==> config.mk <==
export PLATFORM = sky130hd
export DESIGN_NAME = fmdll_div_ctrl
export DESIGN_NICKNAME = d
export VERILOG_FILES = /design/src/rtl/fmdll_div_ctrl.sv
export SDC_FILE = /design/constraint.sdc
export NUM_CORES = 1
export LEC_CHECK = 0
export BUFFER_PORTS_ARGS = -buffer_cell sky130_fd_sc_hd__buf_2
export CORE_ASPECT_RATIO = 1.25
export CORE_MARGIN = 1
export CORE_UTILIZATION = 57
export CTS_CLUSTER_DIAMETER = 200
export DETAILED_ROUTE_END_ITERATION = 10
export GPL_ROUTABILITY_DRIVEN = 0
export GPL_TIMING_DRIVEN = 0
export PLACE_DENSITY = 0.79
export SLEW_MARGIN = 20
export SYNTH_ARGS = -nofsm -noshare
export SYNTH_HDL_FRONTEND = slang
export SYNTH_SLANG_ARGS = --single-unit
export TNS_END_PERCENT = 100
==> constraint.sdc <==
create_clock -name clk_out -period 3.6 [get_ports clk_out]
set_clock_uncertainty 0.15 [all_clocks]
set_input_delay 0.36 -clock clk_out [delete_from_list [all_inputs] [get_ports clk_out]]
set_output_delay 0.36 -clock clk_out [all_outputs]
set_load 0.05 [all_outputs]
==> src/rtl/fmdll_div_ctrl.sv <==
// rtl/fmdll_div_ctrl.sv - FMDLL feedback divide-by-N sequencer with glitch-free N reprogramming
module fmdll_div_ctrl #(
    parameter int NW             = 4,
    parameter int DEFAULT_N      = 8,
    parameter int SETTLE_PERIODS = 4
) (
    input  logic          clk_out,
    input  logic          rst_n,
    input  logic          en,
    input  logic          n_req_valid,
    input  logic [NW-1:0] n_req_val,
    output logic          n_req_ready,
    output logic [NW-1:0] n_active,
    output logic [NW-1:0] n_counter,
    output logic          div_n,
    output logic          period_start,
    output logic          pd_enable,
    output logic          settling,
    output logic          cfg_err
);

    typedef enum logic [1:0] {
        IDLE   = 2'd0,
        SETTLE = 2'd1,
        RUN    = 2'd2
    } state_t;

    localparam logic [NW-1:0] DEF_N       = NW'(DEFAULT_N);
    localparam logic [NW-1:0] ONE_N       = NW'(1);
    localparam logic [NW-1:0] MIN_N       = NW'(2);
    localparam logic [3:0]    SETTLE_INIT = 4'(SETTLE_PERIODS);

    state_t        state_q, state_d;
    logic [NW-1:0] n_active_q, n_active_d;
    logic [NW-1:0] cnt_q, cnt_d;
    logic [NW-1:0] pending_n_q, pending_n_d;
    logic          pending_q, pending_d;
    logic          div_n_q, div_n_d;
    logic          cfg_err_q, cfg_err_d;
    logic [3:0]    settle_cnt_q, settle_cnt_d;
    logic          wrap;

    assign wrap = (state_q != IDLE) && (cnt_q == n_active_q - ONE_N);

    always_comb begin
        state_d      = state_q;
        n_active_d   = n_active_q;
        cnt_d        = cnt_q;
        pending_n_d  = pending_n_q;
        pending_d    = pending_q;
        settle_cnt_d = settle_cnt_q;
        div_n_d      = 1'b1;
        cfg_err_d    = 1'b0;

        if (!en) begin
            state_d = IDLE;
            cnt_d   = '0;
        end else begin
            case (state_q)
                IDLE: begin
                    state_d      = SETTLE;
                    cnt_d        = '0;
                    settle_cnt_d = SETTLE_INIT;
                end
                default: begin
                    cnt_d   = wrap ? '0 : cnt_q + ONE_N;
                    div_n_d = !wrap;
                    if (wrap) begin
                        if (pending_q) begin
                            state_d      = SETTLE;
                            settle_cnt_d = SETTLE_INIT;
                        end else if (state_q == SETTLE) begin
                            if (settle_cnt_q == 4'd1) begin
                                state_d = RUN;
                            end else begin
                                settle_cnt_d = settle_cnt_q - 4'd1;
                            end
                        end
                    end
                end
            endcase
        end

        // A new N only lands on a period boundary, or any time the divider is stopped.
        if (pending_q && ((state_q == IDLE) || (wrap && en))) begin
            n_active_d = pending_n_q;
            pending_d  = 1'b0;
        end

        if (n_req_valid && !pending_q) begin
            if (n_req_val < MIN_N) begin
                cfg_err_d = 1'b1;
            end else begin
                pending_d   = 1'b1;
                pending_n_d = n_req_val;
            end
        end
    end

    always_ff @(posedge clk_out or negedge rst_n) begin
        if (!rst_n) begin
            state_q      <= IDLE;
            n_active_q   <= DEF_N;
            cnt_q        <= '0;
            pending_n_q  <= '0;
            pending_q    <= 1'b0;
            div_n_q      <= 1'b1;
            cfg_err_q    <= 1'b0;
            settle_cnt_q <= SETTLE_INIT;
        end else begin
            state_q      <= state_d;
            n_active_q   <= n_active_d;
            cnt_q        <= cnt_d;
            pending_n_q  <= pending_n_d;
            pending_q    <= pending_d;
            div_n_q      <= div_n_d;
            cfg_err_q    <= cfg_err_d;
            settle_cnt_q <= settle_cnt_d;
        end
    end

    assign n_req_ready  = !pending_q;
    assign n_active     = n_active_q;
    assign n_counter    = cnt_q;
    assign div_n        = div_n_q;
    assign period_start = (state_q != IDLE) && (cnt_q == '0);
    assign pd_enable    = (state_q == RUN);
    assign settling     = (state_q == SETTLE);
    assign cfg_err      = cfg_err_q;

endmodule

After elaboration in Yosys (flattened, before gate mapping)
Cells that the tools add are included.
Operators by class
  add/sub/neg operators: 3
  magnitude comparators: 1
  equal/unequal tests: 8
  muxes and demuxes: 21
  bitwise gates (word level): 1
  reductions and logical operators: 16
Operators with widths (count)
  4-bit 2-to-1 mux: 8
  2-bit 2-to-1 mux: 6
  4-bit by 1-bit != test with 1-bit output, second input constant: 2
  4-bit by 1-bit subtractor with 4-bit output, second input constant: 2
  1-bit 2-to-1 mux: 7
  1-bit logical AND: 5
  4-bit by 1-bit adder with 4-bit output, second input constant: 1
  4-bit by 1-bit equality test with 1-bit output, second input constant: 1
  4-bit equality test: 1
  4-bit zero test: 1
  4-bit by 2-bit < comparator with 1-bit output, second input constant: 1
  4-bit AND reduction: 1
  2-bit nonzero test: 2
  3-bit by 1-bit != test with 1-bit output, second input constant: 1
  3-bit by 2-bit != test with 1-bit output, second input constant: 1
  3-bit AND reduction: 1
  3-bit nonzero test: 1
  2-bit by 1-bit equality test with 1-bit output, second input constant: 1
  2-bit equality test, second input constant: 1
  1-bit zero test: 2
  2-bit zero test: 1
  2-bit AND reduction: 1
  1-bit logical OR: 1
  1-bit inverter: 1
Word-level totals
  register bits: 21
  input port bits: 8
  logic and storage cells: 58

Longest topological paths before layout
  depth after elaboration: 9
  gate-level depth with buffers: 7
  depth with buffers taken out: 7

Worst setup path before layout
Ideal clock, no wire load.
  kind: register -> output
  from: reg cnt_q[0], in the netlist n_counter[0]
  to: out period_start
  arrival: 2.449 ns
  required time: 3.090 ns
  path slack: 0.641 ns
  stages on the path, launching flop included: 4
  path through: dfrtp_1 > inv_1 > ha_1 > nor4b_1
Between the ends
  longest elaborated chain between the ends: 2
Ends and longest elaborated chain
  start: declaration: RTL line 35  | logic [NW-1:0] cnt_q, cnt_d;
  start signal: assignment: RTL line 113  | cnt_q <= cnt_d;
  4-bit zero test: RTL line 126  | assign period_start = (state_q != IDLE) && (cnt_q == '0);
  1-bit logical AND: RTL line 126
  end: declaration: RTL line 16  | output logic period_start,
Every way passes these cells.

Final worst setup path
  from: reg n_active_q[0], in the netlist n_active[0]
  to: reg n_active_q[1], in the netlist n_active[1]
Between the ends
  longest elaborated chain between the ends: 6
Ends and longest elaborated chain
  start: declaration: RTL line 34  | logic [NW-1:0] n_active_q, n_active_d;
  start signal: assignment: RTL line 112  | n_active_q <= n_active_d;
  4-bit by 1-bit subtractor with 4-bit output: RTL line 43  | assign wrap = (state_q != IDLE) && (cnt_q == n_active_q - ONE_N);
  4-bit equality test: RTL line 43
  1-bit logical AND: RTL line 43
  1-bit logical AND: RTL line 85  | if (pending_q && ((state_q == IDLE) || (wrap && en))) begin
  1-bit logical OR: RTL line 85
  1-bit logical AND: RTL line 85
Every way passes these cells.
A chain may end at the register's enable or synchronous reset.

==> impl_results.md <==
* # clock sinks at 21
* Leak at 0.635 nW
* Setup repair after global routing missed its margin: false
* CP Max Fanout at 5
* Finished Layout Cells at 150
* CTS root buf: clkbuf_4
* Post-Syn Instances at about 110
* Vias per inst at 5.74
* DR vias at 861
* Slew HR at 53.1%
* F_max at 402 MHz
* Crit path required time at 3.65 ns
* CP max stage delay at 0.43 ns
* Synthesis-to-layout area growth at 14.6%
* Worst Tran Pin Value at 0.698 ns
* Nets@finish at 145
* Arrival @ worst endpoint at 2.54 ns
* Synth area leader: dfrtp_1
* Synthesized cell area at roughly 1100 um^2
* Post-CTS Hold Buffers at 1
* Finished Cell Area at 1300 um^2
* Vias in the first global route at 872
* Row count at 17
* Residual DRC at 0
* Max Cap Viol at 0
* Reg2reg end: n_active[1]
* Top-area cell type share of the netlist area at between 30% and 40%
* Area post-placement at 1260 um^2
* Drt total wl at 2170 um
* Final min period at 2.49 ns
* Routed Antenna Nets at 0
* Pwr Density at 755 nW/um^2
* Maximum vdd drop at 0.612 mV
* Worst setup path end: n_active[1]
* Fraction of registers with async set/reset at between 90% and 100%
* Drt pass-1 iters at 4
* Crit Reg-Reg Startpoint: n_active[0]
* Congestion Overflow GR at 0
* FF+latch count, synth at 21
* Worst Setup End Kind: flip-flop
* Die Width at ~42 um
* # diodes at 0
* H-tree level count at 1
* Main flop type after synthesis: dfrtp_1
* Antenna violations before repair at 0
* Global Route Usage Sum at a little under a quarter
* I/O Pins at 22
* Ys Warns at 0
* Share of layout cells above drive strength 1 at 29.0%
* Die area at 2170 um^2
* CTS tree: done
* Finish-stage setup viols at 0
* Crit Path Class: flip-flop to flip-flop
* Startpoint types: flip-flop
* Fin. Hold Viols at 0
* Die Ht at 51.8 um
* R2r worst-path depth at 7
* Critical-path cell list: inv_1, ha_1, xor3_1, or3_4, nor3_1, o21ai_0, mux2_2
* Initial Util at 62.6%
* Syn nets at 118
* Port bufs at 21
* Status: complete, no violations
* Power Total at 0.978 mW
* Routed length per instance at 14.5 um
* Min-delay src: n_req_val[1]
* Placed insts at 145
* Number of CTS-inserted buffers at 3
* Crit share post-route at 69.1%
* Post-CTS Setup Inserts at 0
* Clk slew on worst S/H paths at 0.12 ns
* Sequential element share of the synthesized area at 46.8%
* Mean post-synth cell area at 10.8 um^2
* Max Slew Vio Count at 0
* Slowest-stage cell, CP: dfrtp_1
* Total core area at 1810 um^2
* Largest net degree at the start of global routing at 22
* EDFF count, synth at 0
* FF-to-FF setup slack at 1.11 ns
* Initial DRC count at 14
* Clock latency on the worst-skew pair at 0.31 ns
* Met3 Use GR at under 10%
* HP Class: input port to flip-flop
* Gr busiest metal: met2
* Top cells by area, synth: dfrtp_1, dfstp_2, mux2_2, ha_1, xnor2_1
* PostCTS Resize Cnt at 0
* Met2 GRT Util at 41.9%
* M1 GR Usage at 26.1%
* CTS max path bufs at 2
* Setup TNS at 0 ns
* Hpwl dp at 1650 um
* Hold-critical path depth at 2
* First-pass GRT wire length at roughly 3700 um
* Synth cell types at 31
* Critical Path Source: n_active[0]
[worst max-delay path, delay by kind of cell (launching register included)]
family	cells	cell delay, ns
simple gates	2	0.55
buf+inv	1	0.06
flops	1	0.43
compound gates	1	0.24
mux	1	0.34
xor+xnor	1	0.37
fa+ha+maj	1	0.24
[cells in the mapped netlist, drive strengths merged (2+ instances only)]
cell and n:
a22o 2, ha 5, nor2 5, inv 10, nor3b 3, dfstp 3
o21ai 5, nand2 6, o31ai 2, nand3 2, nor2b 3, mux2 6
dfrtp 18, nor4 2, xor2 3, nor4b 3, or3 3, nor3 8
xnor2 6
[kinds of logic (layout without fill, tap and decap cells)]
group | Yosys count | count (layout) | synth area share, %
adder cells (fa/ha/maj) | 5 | 5 | 5.53
XOR/XNOR | 10 | 10 | 9.07
AND/OR/NAND/NOR | 37 | 37 | 19.4
AO/OA/AOI/OAI | 13 | 13 | 8.19
multiplexers | 7 | 7 | 6.86
flip-flops | 21 | 21 | 46.8
buffers and inverters | 12 | 38 | 4.20
[power by group]
group          switching, mW  internal (mW)  total (mW)
registers             0.0600          0.308       0.368
logic                  0.304          0.190       0.494
clock network         0.0719         0.0433       0.115
total                  0.436          0.542       0.978
[cell usage in the layout, fill, tap and decap left out, drive strengths merged, types with 2 or more instances in the layout]
master / Yosys / final
o21ai: 5 / 5
clkbuf: 1 / 5
nand3: 2 / 2
xnor2: 6 / 6
dfstp: 3 / 3
nor3b: 3 / 3
or3: 3 / 3
nor3: 8 / 8
nor2b: 3 / 3
dfrtp: 18 / 18
nor2: 5 / 5
inv: 10 / 10
o31ai: 2 / 2
nor4b: 3 / 3
xor2: 3 / 3
nand2: 6 / 6
nor4: 2 / 2
ha: 5 / 5
buf: 1 / 22
a22o: 2 / 2
mux2: 6 / 6
[area by class of cell]
type                       count  area [um^2]
buffer                         2         10.0
clock buffer                   4         26.3
fill                         131          512
multi-input combinational     72          554
timing repair buffer          22          115
inverter                      10         37.5
tap                           19         23.8
sequential                    21          529
[layer usage]
| metal | routed length [um] | up-vias |
|---|---|---|
| met5 | 0 | - |
| met4 | 45 | 0 |
| met3 | 44 | 5 |
| met2 | 1180 | 19 |
| met1 | 899 | 418 |
| li1 | - | 419 |
[state kept, by name, summed over array words and instances (netlist names)]
| register | flops |
|---|---|
| settle_cnt_q | 4 |
| cfg_err | 1 |
| pending_n_q | 4 |
| n_active | 4 |
| pending_q | 1 |
| n_counter | 4 |
| state_q | 2 |
| div_n | 1 |
[metrics by stage]
step	util, %	setup WS [ns]	hold slack [ns]
after floorplan	-	0.641	-0.0856
after global placement	69.7	1.16	0.182
after detailed placement	69.7	1.11	0.189
after CTS	71.7	1.09	0.0722
after global routing	71.7	0.971	0.0713
final	71.7	1.11	0.0713
[worst min path at each step]
stage	to	slack, ns
floorplan	cfg_err	-0.09
global placement	n_counter[0]	0.18
detailed placement	n_counter[2]	0.19
CTS	cfg_err	0.07
global route	cfg_err	0.07
finish	cfg_err	0.07
Power figures use the tool's default switching activity.
